--- config.mk ---
export PLATFORM = sky130hd
export DESIGN_NAME = can_msg_ram
export DESIGN_NICKNAME = d
export VERILOG_FILES = /design/src/rtl/can_ram_pkg.sv /design/src/rtl/can_ram_array.sv /design/src/rtl/can_msg_ram.sv
export SDC_FILE = /design/constraint.sdc
export NUM_CORES = 2
export LEC_CHECK = 0
export ABC_AREA = 1
export CORE_MARGIN = 5
export CORE_UTILIZATION = 50
export DETAILED_ROUTE_END_ITERATION = 10
export PLACE_DENSITY = 0.68
export SLEW_MARGIN = 15
export SYNTH_ARGS = -nofsm -noshare
export SYNTH_HDL_FRONTEND = slang
export SYNTH_SLANG_ARGS = --single-unit
--- constraint.sdc ---
create_clock -name clk -period 14.3 [get_ports clk]
set_input_delay 3.575 -clock clk [delete_from_list [all_inputs] [get_ports clk]]
set_output_delay 3.575 -clock clk [all_outputs]
set_load 0.02 [all_outputs]
--- src/rtl/can_ram_pkg.sv ---
// Shared definitions for the CAN message-buffer RAM.
// Contents:
//   LANE_W      width of one byte lane (write-enable granularity)
//   RD_LAT_MIN  shortest supported read latency
//   RD_LAT_MAX  longest supported read latency
//   state_e     clear sequencer state encoding
package can_ram_pkg;

   localparam int LANE_W     = 8;
   localparam int RD_LAT_MIN = 1;
   localparam int RD_LAT_MAX = 2;

   typedef enum logic {
      ST_IDLE  = 1'b0,
      ST_CLEAR = 1'b1
   } state_e;

endpackage

--- src/rtl/can_ram_array.sv ---
// Bare storage array for the CAN message buffer.
// One write port with byte-lane enables and one registered read port.
// No reset and no control logic; the wrapper decides when ports are used.
// Ports:
//   clk    rising-edge clock
//   we     write strobe
//   waddr  write address (must be < DEPTH when we is high)
//   wdata  write data
//   wbe    byte-lane enables, bit i covers wdata[8i+7:8i]
//   re     read strobe (must only be high for in-range raddr)
//   raddr  read address
//   rdata  registered read data, holds when re is low
module can_ram_array
   import can_ram_pkg::*;
#(
   parameter int DATA_WIDTH = 8,
   parameter int ADDR_WIDTH = 9,
   parameter int DEPTH      = 512
) (
   input  logic                         clk,
   input  logic                         we,
   input  logic [ADDR_WIDTH-1:0]        waddr,
   input  logic [DATA_WIDTH-1:0]        wdata,
   input  logic [DATA_WIDTH/LANE_W-1:0] wbe,
   input  logic                         re,
   input  logic [ADDR_WIDTH-1:0]        raddr,
   output logic [DATA_WIDTH-1:0]        rdata
);

   localparam int NUM_LANES = DATA_WIDTH / LANE_W;

   logic [DATA_WIDTH-1:0] mem [0:DEPTH-1];
   logic [DATA_WIDTH-1:0] rdata_q;

   // Read and write share one edge; the non-blocking update makes a
   // same-address collision return the pre-write word.
   always_ff @(posedge clk) begin
      if (we) begin
         for (int i = 0; i < NUM_LANES; i++) begin
            if (wbe[i]) begin
               mem[waddr][i*LANE_W +: LANE_W] <= wdata[i*LANE_W +: LANE_W];
            end
         end
      end
      if (re) begin
         rdata_q <= mem[raddr];
      end
   end

   assign rdata = rdata_q;

endmodule

--- src/rtl/can_msg_ram.sv ---
// Message-buffer RAM for the CAN controller.
// Wraps can_ram_array with access qualification, address range checks,
// a hardware clear sequencer and a 1- or 2-cycle read output pipeline.
// Ports:
//   clk, rst_n  clock and asynchronous active-low reset
//   chipSel     block enable, gates wrEn / rdEn / clrReq
//   wrEn, wrAddr, wrData, wrBe   write port with byte-lane enables
//   rdEn, rdAddr                 read request
//   rdData, rdValid              read result and one-cycle valid strobe
//   clrReq      start a clear of the whole array (IDLE only)
//   busy        clear in progress; all accesses are dropped meanwhile
//   addrErr     one-cycle pulse after an out-of-range access
module can_msg_ram
   import can_ram_pkg::*;
#(
   parameter int                    DATA_WIDTH     = 8,
   parameter int                    ADDR_WIDTH     = 9,
   parameter int                    DEPTH          = 512,
   parameter int                    RD_LATENCY     = 1,
   parameter int                    CLEAR_ON_RESET = 1,
   parameter logic [DATA_WIDTH-1:0] CLEAR_VALUE    = '0
) (
   input  logic                         clk,
   input  logic                         rst_n,
   input  logic                         chipSel,
   input  logic                         wrEn,
   input  logic [ADDR_WIDTH-1:0]        wrAddr,
   input  logic [DATA_WIDTH-1:0]        wrData,
   input  logic [DATA_WIDTH/LANE_W-1:0] wrBe,
   input  logic                         rdEn,
   input  logic [ADDR_WIDTH-1:0]        rdAddr,
   output logic [DATA_WIDTH-1:0]        rdData,
   output logic                         rdValid,
   input  logic                         clrReq,
   output logic                         busy,
   output logic                         addrErr
);

   localparam int NUM_LANES = DATA_WIDTH / LANE_W;
   // Counter is one bit wider than the address so DEPTH == 2**ADDR_WIDTH
   // compares cleanly without wrapping.
   localparam int CNT_W = ADDR_WIDTH + 1;
   localparam logic [CNT_W-1:0] DEPTH_CNT = CNT_W'(DEPTH);
   localparam logic [CNT_W-1:0] LAST_CNT  = CNT_W'(DEPTH - 1);
   // Anything other than the long latency falls back to the short one.
   localparam int RD_LAT = (RD_LATENCY > RD_LAT_MIN) ? RD_LAT_MAX : RD_LAT_MIN;
   localparam state_e RST_STATE = (CLEAR_ON_RESET != 0) ? ST_CLEAR : ST_IDLE;
   localparam logic   RST_BUSY  = (CLEAR_ON_RESET != 0);

   state_e           state_q, state_d;
   logic [CNT_W-1:0] cnt_q, cnt_d;
   logic             busy_q, busy_d;
   logic             vld_p1_q, vld_p1_d;
   logic             zero_p1_q, zero_p1_d;
   logic             err_q, err_d;

   logic wr_req, rd_req;
   logic wr_in_range, rd_in_range;
   logic wr_acc, rd_acc;
   logic wr_oor, rd_oor;
   logic clearing;

   logic                         arr_we;
   logic [ADDR_WIDTH-1:0]        arr_waddr;
   logic [DATA_WIDTH-1:0]        arr_wdata;
   logic [NUM_LANES-1:0]         arr_wbe;
   logic                         arr_re;
   logic [DATA_WIDTH-1:0]        arr_rdata;
   logic [DATA_WIDTH-1:0]        rd_data_p1;

   // Access qualification: everything is dropped while the clear runs.
   assign wr_req      = chipSel & wrEn & ~busy_q;
   assign rd_req      = chipSel & rdEn & ~busy_q;
   assign wr_in_range = ({1'b0, wrAddr} < DEPTH_CNT);
   assign rd_in_range = ({1'b0, rdAddr} < DEPTH_CNT);
   assign wr_acc      = wr_req & wr_in_range;
   assign rd_acc      = rd_req;
   assign wr_oor      = wr_req & ~wr_in_range;
   assign rd_oor      = rd_req & ~rd_in_range;
   assign clearing    = (state_q == ST_CLEAR);

   // Clear sequencer next state.
   always_comb begin
      state_d = state_q;
      cnt_d   = cnt_q;
      busy_d  = busy_q;
      case (state_q)
         ST_IDLE: begin
            if (chipSel && clrReq) begin
               state_d = ST_CLEAR;
               cnt_d   = '0;
               busy_d  = 1'b1;
            end
         end
         ST_CLEAR: begin
            if (cnt_q == LAST_CNT) begin
               state_d = ST_IDLE;
               cnt_d   = '0;
               busy_d  = 1'b0;
            end else begin
               cnt_d = cnt_q + 1'b1;
            end
         end
         default: begin
            state_d = ST_IDLE;
            cnt_d   = '0;
            busy_d  = 1'b0;
         end
      endcase
   end

   // Stage 0 -> 1: read accept, out-of-range bookkeeping.
   // An out-of-range read never touches the array; the zero flag masks the
   // stale array register instead, and also gives rdData its reset value.
   always_comb begin
      vld_p1_d  = rd_acc;
      zero_p1_d = zero_p1_q;
      if (rd_acc) begin
         zero_p1_d = ~rd_in_range;
      end
      // OR of both ports so a double violation yields a single pulse.
      err_d = wr_oor | rd_oor;
   end

   always_ff @(posedge clk or negedge rst_n) begin
      if (!rst_n) begin
         state_q   <= RST_STATE;
         cnt_q     <= '0;
         busy_q    <= RST_BUSY;
         vld_p1_q  <= 1'b0;
         zero_p1_q <= 1'b1;
         err_q     <= 1'b0;
      end else begin
         state_q   <= state_d;
         cnt_q     <= cnt_d;
         busy_q    <= busy_d;
         vld_p1_q  <= vld_p1_d;
         zero_p1_q <= zero_p1_d;
         err_q     <= err_d;
      end
   end

   // The clear sequencer owns the write port while it runs; wr_acc is
   // already low then because busy gates it.
   assign arr_we    = clearing | wr_acc;
   assign arr_waddr = clearing ? cnt_q[ADDR_WIDTH-1:0] : wrAddr;
   assign arr_wdata = clearing ? CLEAR_VALUE : wrData;
   assign arr_wbe   = clearing ? {NUM_LANES{1'b1}} : wrBe;
   assign arr_re    = rd_acc & rd_in_range;

   can_ram_array #(
      .DATA_WIDTH (DATA_WIDTH),
      .ADDR_WIDTH (ADDR_WIDTH),
      .DEPTH      (DEPTH)
   ) u_array (
      .clk   (clk),
      .we    (arr_we),
      .waddr (arr_waddr),
      .wdata (arr_wdata),
      .wbe   (arr_wbe),
      .re    (arr_re),
      .raddr (rdAddr),
      .rdata (arr_rdata)
   );

   assign rd_data_p1 = zero_p1_q ? '0 : arr_rdata;

   // Stage 1 -> 2: optional output register.
   generate
      if (RD_LAT == RD_LAT_MAX) begin : g_lat2
         logic [DATA_WIDTH-1:0] data_p2_q, data_p2_d;
         logic                  vld_p2_q, vld_p2_d;

         always_comb begin
            data_p2_d = data_p2_q;
            if (vld_p1_q) begin
               data_p2_d = rd_data_p1;
            end
            vld_p2_d = vld_p1_q;
         end

         always_ff @(posedge clk or negedge rst_n) begin
            if (!rst_n) begin
               data_p2_q <= '0;
               vld_p2_q  <= 1'b0;
            end else begin
               data_p2_q <= data_p2_d;
               vld_p2_q  <= vld_p2_d;
            end
         end

         assign rdData  = data_p2_q;
         assign rdValid = vld_p2_q;
      end else begin : g_lat1
         assign rdData  = rd_data_p1;
         assign rdValid = vld_p1_q;
      end
   endgenerate

   assign busy    = busy_q;
   assign addrErr = err_q;

endmodule

After elaboration in Yosys (flattened, before gate mapping)
Memories as Yosys holds them, arrays and structs flattened. A register that Yosys moved wholly into a read port is not among the register bits.
Cells that the tools add are included.
{"block": "word_totals", "reg_bits": 14, "mem_bits_rw": 4096, "inputBits": 33, "output_inout_bits": 11, "word_cells": 35, "mem_count": 1}
{"block": "op_classes", "addsub": 1, "eq_ne": 3, "muxes": 16, "n_bitwise": 7, "n_reduce_logical": 2}
{"name": "u_array.mem", "depth": 512, "word_bits": 8, "read_ports": 1, "rd_clocked_by_memory_dff": 1, "wr": 1, "line": "can_ram_array.sv:32", "rtl": "logic [DATA_WIDTH-1:0] mem [0:DEPTH-1];"}
{"operator": "two-way mux 10 bit", "n": 2}
{"operator": "case mux 10 bit (2 select lines)", "n": 1}
{"operator": "two-way mux 8 bit", "n": 2}
{"operator": "adder 10 x 1 -> 10 bit, second input constant", "n": 1}
{"operator": "== test 10 x 9 -> 1 bit, second input constant", "n": 1}
{"operator": "two-way mux 9 bit", "n": 1}
{"operator": "two-way mux 1 bit", "n": 8}
{"operator": "AND 1 bit", "n": 4}
{"operator": "case mux 1 bit (2 select lines)", "n": 2}
{"operator": "inequality test 2 x 1 -> 1 bit, second input constant", "n": 1}
{"operator": "inequality test 2 bit, second input constant", "n": 1}
{"operator": "NOT 1 bit", "n": 2}
{"operator": "AND reduction 2 bit", "n": 1}
{"operator": "logical AND 1 bit", "n": 1}
{"operator": "OR 1 bit", "n": 1}

Depth between registers and ports, before layout
{"block": "logic_depth", "depth_word": 5, "mapped_depth": 15, "depth_no_buf": 11}

Cells and area by module
A second synthesis with hierarchy kept.
{"block": "hier_totals", "hier_cells": 14028, "area_unflattened_um2": 167546.9}
{"module": "can_ram_array", "instances": 1, "cells_each": 13874, "area_per_inst_um2": 166547.2, "seq_area_each_um2": 123238.2}
{"module": "can_msg_ram", "instances": 1, "cells_each": 154, "area_per_inst_um2": 999.7, "seq_area_each_um2": 354.1}

Worst setup path before layout
Ideal clock, no wire load.
{"block": "synth_path", "path_type": "input port to flip-flop", "startpoint": "in wrData[0]", "endpoint": "mem u_array.mem[0][0], data pin", "setup_time_ns": 2.611, "arrival_time_ns": 15.474, "required_time_ns": 11.689, "slack_ns": -3.785, "path_stages": 2, "n_path_buf": 0, "cell_sequence": "inv_1 -> nor2_1"}
{"block": "synth_between", "elab_chain_len": 1}
{"element": "start: declaration", "line": "can_msg_ram.sv:28", "rtl": "input logic [DATA_WIDTH-1:0] wrData,"}
{"element": "two-way mux 8 bit", "line": "can_msg_ram.sv:147", "rtl": "assign arr_wdata = clearing ? CLEAR_VALUE : wrData;"}
{"element": "net arr_wdata[0]", "line": "can_msg_ram.sv:65", "rtl": "logic [DATA_WIDTH-1:0] arr_wdata;"}
{"element": "end: declaration", "line": "can_ram_array.sv:32"}
The timed path passes the listed nets, and every way through them passes these cells.

==> results.md <==
* Largest net degree at the start of global routing at 190
* DRC viols at 0
* # H-tree levels at 5
* Fmax at 0.135 GHz
* PostCTS Resize Cnt at 0
* Remaining antenna violation count after routing at 0
* Final #Nets at 13700
* Pwr/cell area at 136 nW/um^2
* Commonest cells after routing, fill and taps aside: nand2_1 (4158), edfxtp_1 (4104), nand3_1 (4085)
* Critical path required time at 15.12 ns
* Tightest Pin Transition at 1.30 ns
* Area grow syn2layout at 9.85%
* Worst R2R Path Depth at 6
* Initial drt markers at 15000
* Mapped Cells at 14000
* Filler Cells Inserted at 26700
* Router iterations before antenna repair at 6
* Max Cap Violations at 0
* First-pass GRT wire length at 669 mm
* Reg clk slew, reported paths at 0.06 ns
* Crit-path slowest cell: buf_4
* Crit end category: flop
* Most area-hungry cell type in the Yosys netlist: edfxtp_1
* Pre-CTS WS at 6.09 ns
* TNS Setup at 0 ns
* Final instance area at 183000 um^2
* Syn nets at 14000
* Synth cell types at 23
* Die X at 587 um
* Post-DP Area at 170000 um^2
* Final Wtd Congestion at 0.840
* Commonest non-fill, non-tap cell in the layout: nand2_1
* Vias in the first global route at 102000
* Worst r2r src: clearing
* Worst R2R Setup Slack at 9.26 ns
* Die Span Y at 587 um
* FP Rows at 212
* Port bufs at 42
* Worst Setup SP: rdAddr[0]
* Max Root-Sink Buffers at 4
* Synth area leaders: edfxtp_1 (74%), nand3_1 (12%), nand2_1 (9.4%), buf_2 (1.7%), nor2_1 (1.2%)
* Fin util at 0.550
* DR WL/cell at 24.4 um
* Setup Skew at 0.0305 ns
* Proportion of layout cells with a drive suffix above 1 at 0.0567
* Synthesized area per cell at 11.9 um^2
* Lkg Pwr at 63.8 nW
* Setup Buffers After CTS at 0
* Clk sink count at 4118
* Final HPWL DP at 241 mm
* Syn. warnings at 0
* Crit path largest cell delay at 0.85 ns
* Final setup fails at 0
* Critical R2R Capture: u_array.mem[365][5]
* Max FO, Critical Path at 181
* Initial Util at 0.501
* Status: complete, no violations
* Startpoint types: primary input
* Post-CTS Hold Fix Bufs at 0
* Period utilisation layout at 0.518
* CTS buffer count at 403
* Worst-Skew Late Latency at 0.96 ns
* Worst setup endpoint: u_array.rdata[1]
* Synthesized flop and latch total at 4118
* Via density at 5.94
* Register Area at 124000 um^2
* Total number of vias at 109000
* Cell chain of the critical path: buf_16 > inv_8 > buf_12 > buf_4 > nand2_1 > nand3_1 > nand3_1 > nand3_1 > nand3_1 > nand3_1 > nand3_1 > nand3_1 > nand3_1 > nand2_1
* Pins Over Slew Limit at 0
* Final global-route overflow total at 0
* GR Util All Layers at 0.253
* Slew margin rel. at 0.131
* CP arrival at 8.22 ns
* CP Class: in -> reg
* Routed WL at 449 mm
* Fin worst setup slack at 6.90 ns
* Hold WS at 0.520 ns
* Worst IR drop on VDD at 0.109 mV
* Multi-input logic area at 38600 um^2
* Most used cell along the critical path: nand3_1
* Initial antenna violation count at 9
* Hold Path Class: reg -> reg
* Final Hold Fails at 0
* RSZ-0062 raised after global routing: false
* Core ar. at 333000 um^2
* Final min period at 7.40 ns
* Die Area at 345000 um^2
* I/O pin total at 44
* Synth top area share at 0.739
* Clock root cell: clkbuf_16
* TritonCTS clock tree: built
* Mapped Area at 167000 um^2
* Seq/Total Area, Yosys at 0.741
[sequential cells by signal (all words and copies together) (netlist names)]
register	count
cnt_q	10
clearing	1
u_array.rdata	8
rdValid	1
busy	1
u_array.mem	4096
zero_p1_q	1
[how the worst min path moves through the flow]
stage                  start        to  slack, ns  cells after the start
floorplan           cnt_q[6]  cnt_q[6]       0.46                      2
global placement    cnt_q[6]  cnt_q[6]       0.50                      2
detailed placement  cnt_q[6]  cnt_q[6]       0.50                      2
CTS                 cnt_q[6]  cnt_q[6]       0.52                      2
global route        cnt_q[6]  cnt_q[6]       0.54                      2
finish              cnt_q[6]  cnt_q[6]       0.52                      2
[critical path: cells and delay by family]
kind | cells | cell delay, ns
buffers and inverters | 4 | 1.95
and+or+nand+nor | 10 | 1.94
[logic make-up after synthesis]
logic type,Yosys count,share of synthesized area
AO/OA/AOI/OAI,23,0.000795
XOR/XNOR,5,0.000263
adder cells (fa/ha/maj),1,0.0000750
buffers and inverters,1043,0.0284
flip-flops,4118,0.741
other,1,0.0000225
AND/OR/NAND/NOR,8818,0.229
[report_power, final]
group          switching [mW]  internal, mW  total (mW)
registers             0.00145          13.1        13.1
clock network            4.54          6.06        10.6
logic                   0.856         0.308        1.16
[metal layers]
metal  vias to the layer above  track usage  wire length, um
met4                        10       0.0911            17900
met3                       896       0.0429            43900
met2                      5824        0.395           210000
met1                     53300        0.361           177000
met5                         -            0               57
li1                      49100            -                -
[final cells by class]
cell class              count  area share
clock inverters           259      0.0140
flip-flops and latches   4118       0.675
multi-input cells        8848       0.211
well taps                4387      0.0300
inverters                  54     0.00130
repair buffers            212      0.0115
diodes                      4   0.0000546
clock buffers             481      0.0576
[synthesized netlist by cell type (all sizes together)]
cell    number
edfxtp    4104
dfstp        3
nor3         4
buf        776
o31ai        1
nand4        1
o21ai       14
inv         54
ha           1
xnor2        1
clkbuf     213
a32oi        1
a41oi        1
nand2     4174
o22ai        6
nor2       554
dfrtp       11
nand3     4085
xor2         4
conb         1
[per-stage QoR]
stage	cells	power, mW
3_5_place_dp	17600	14.5
4_1_cts	18400	24.9
5_1_grt	18400	25.5
3_3_place_gp	17600	14.5
6_report	18400	24.8
2_1_floorplan	14000	14.1
(Power assumes the default switching activity.)
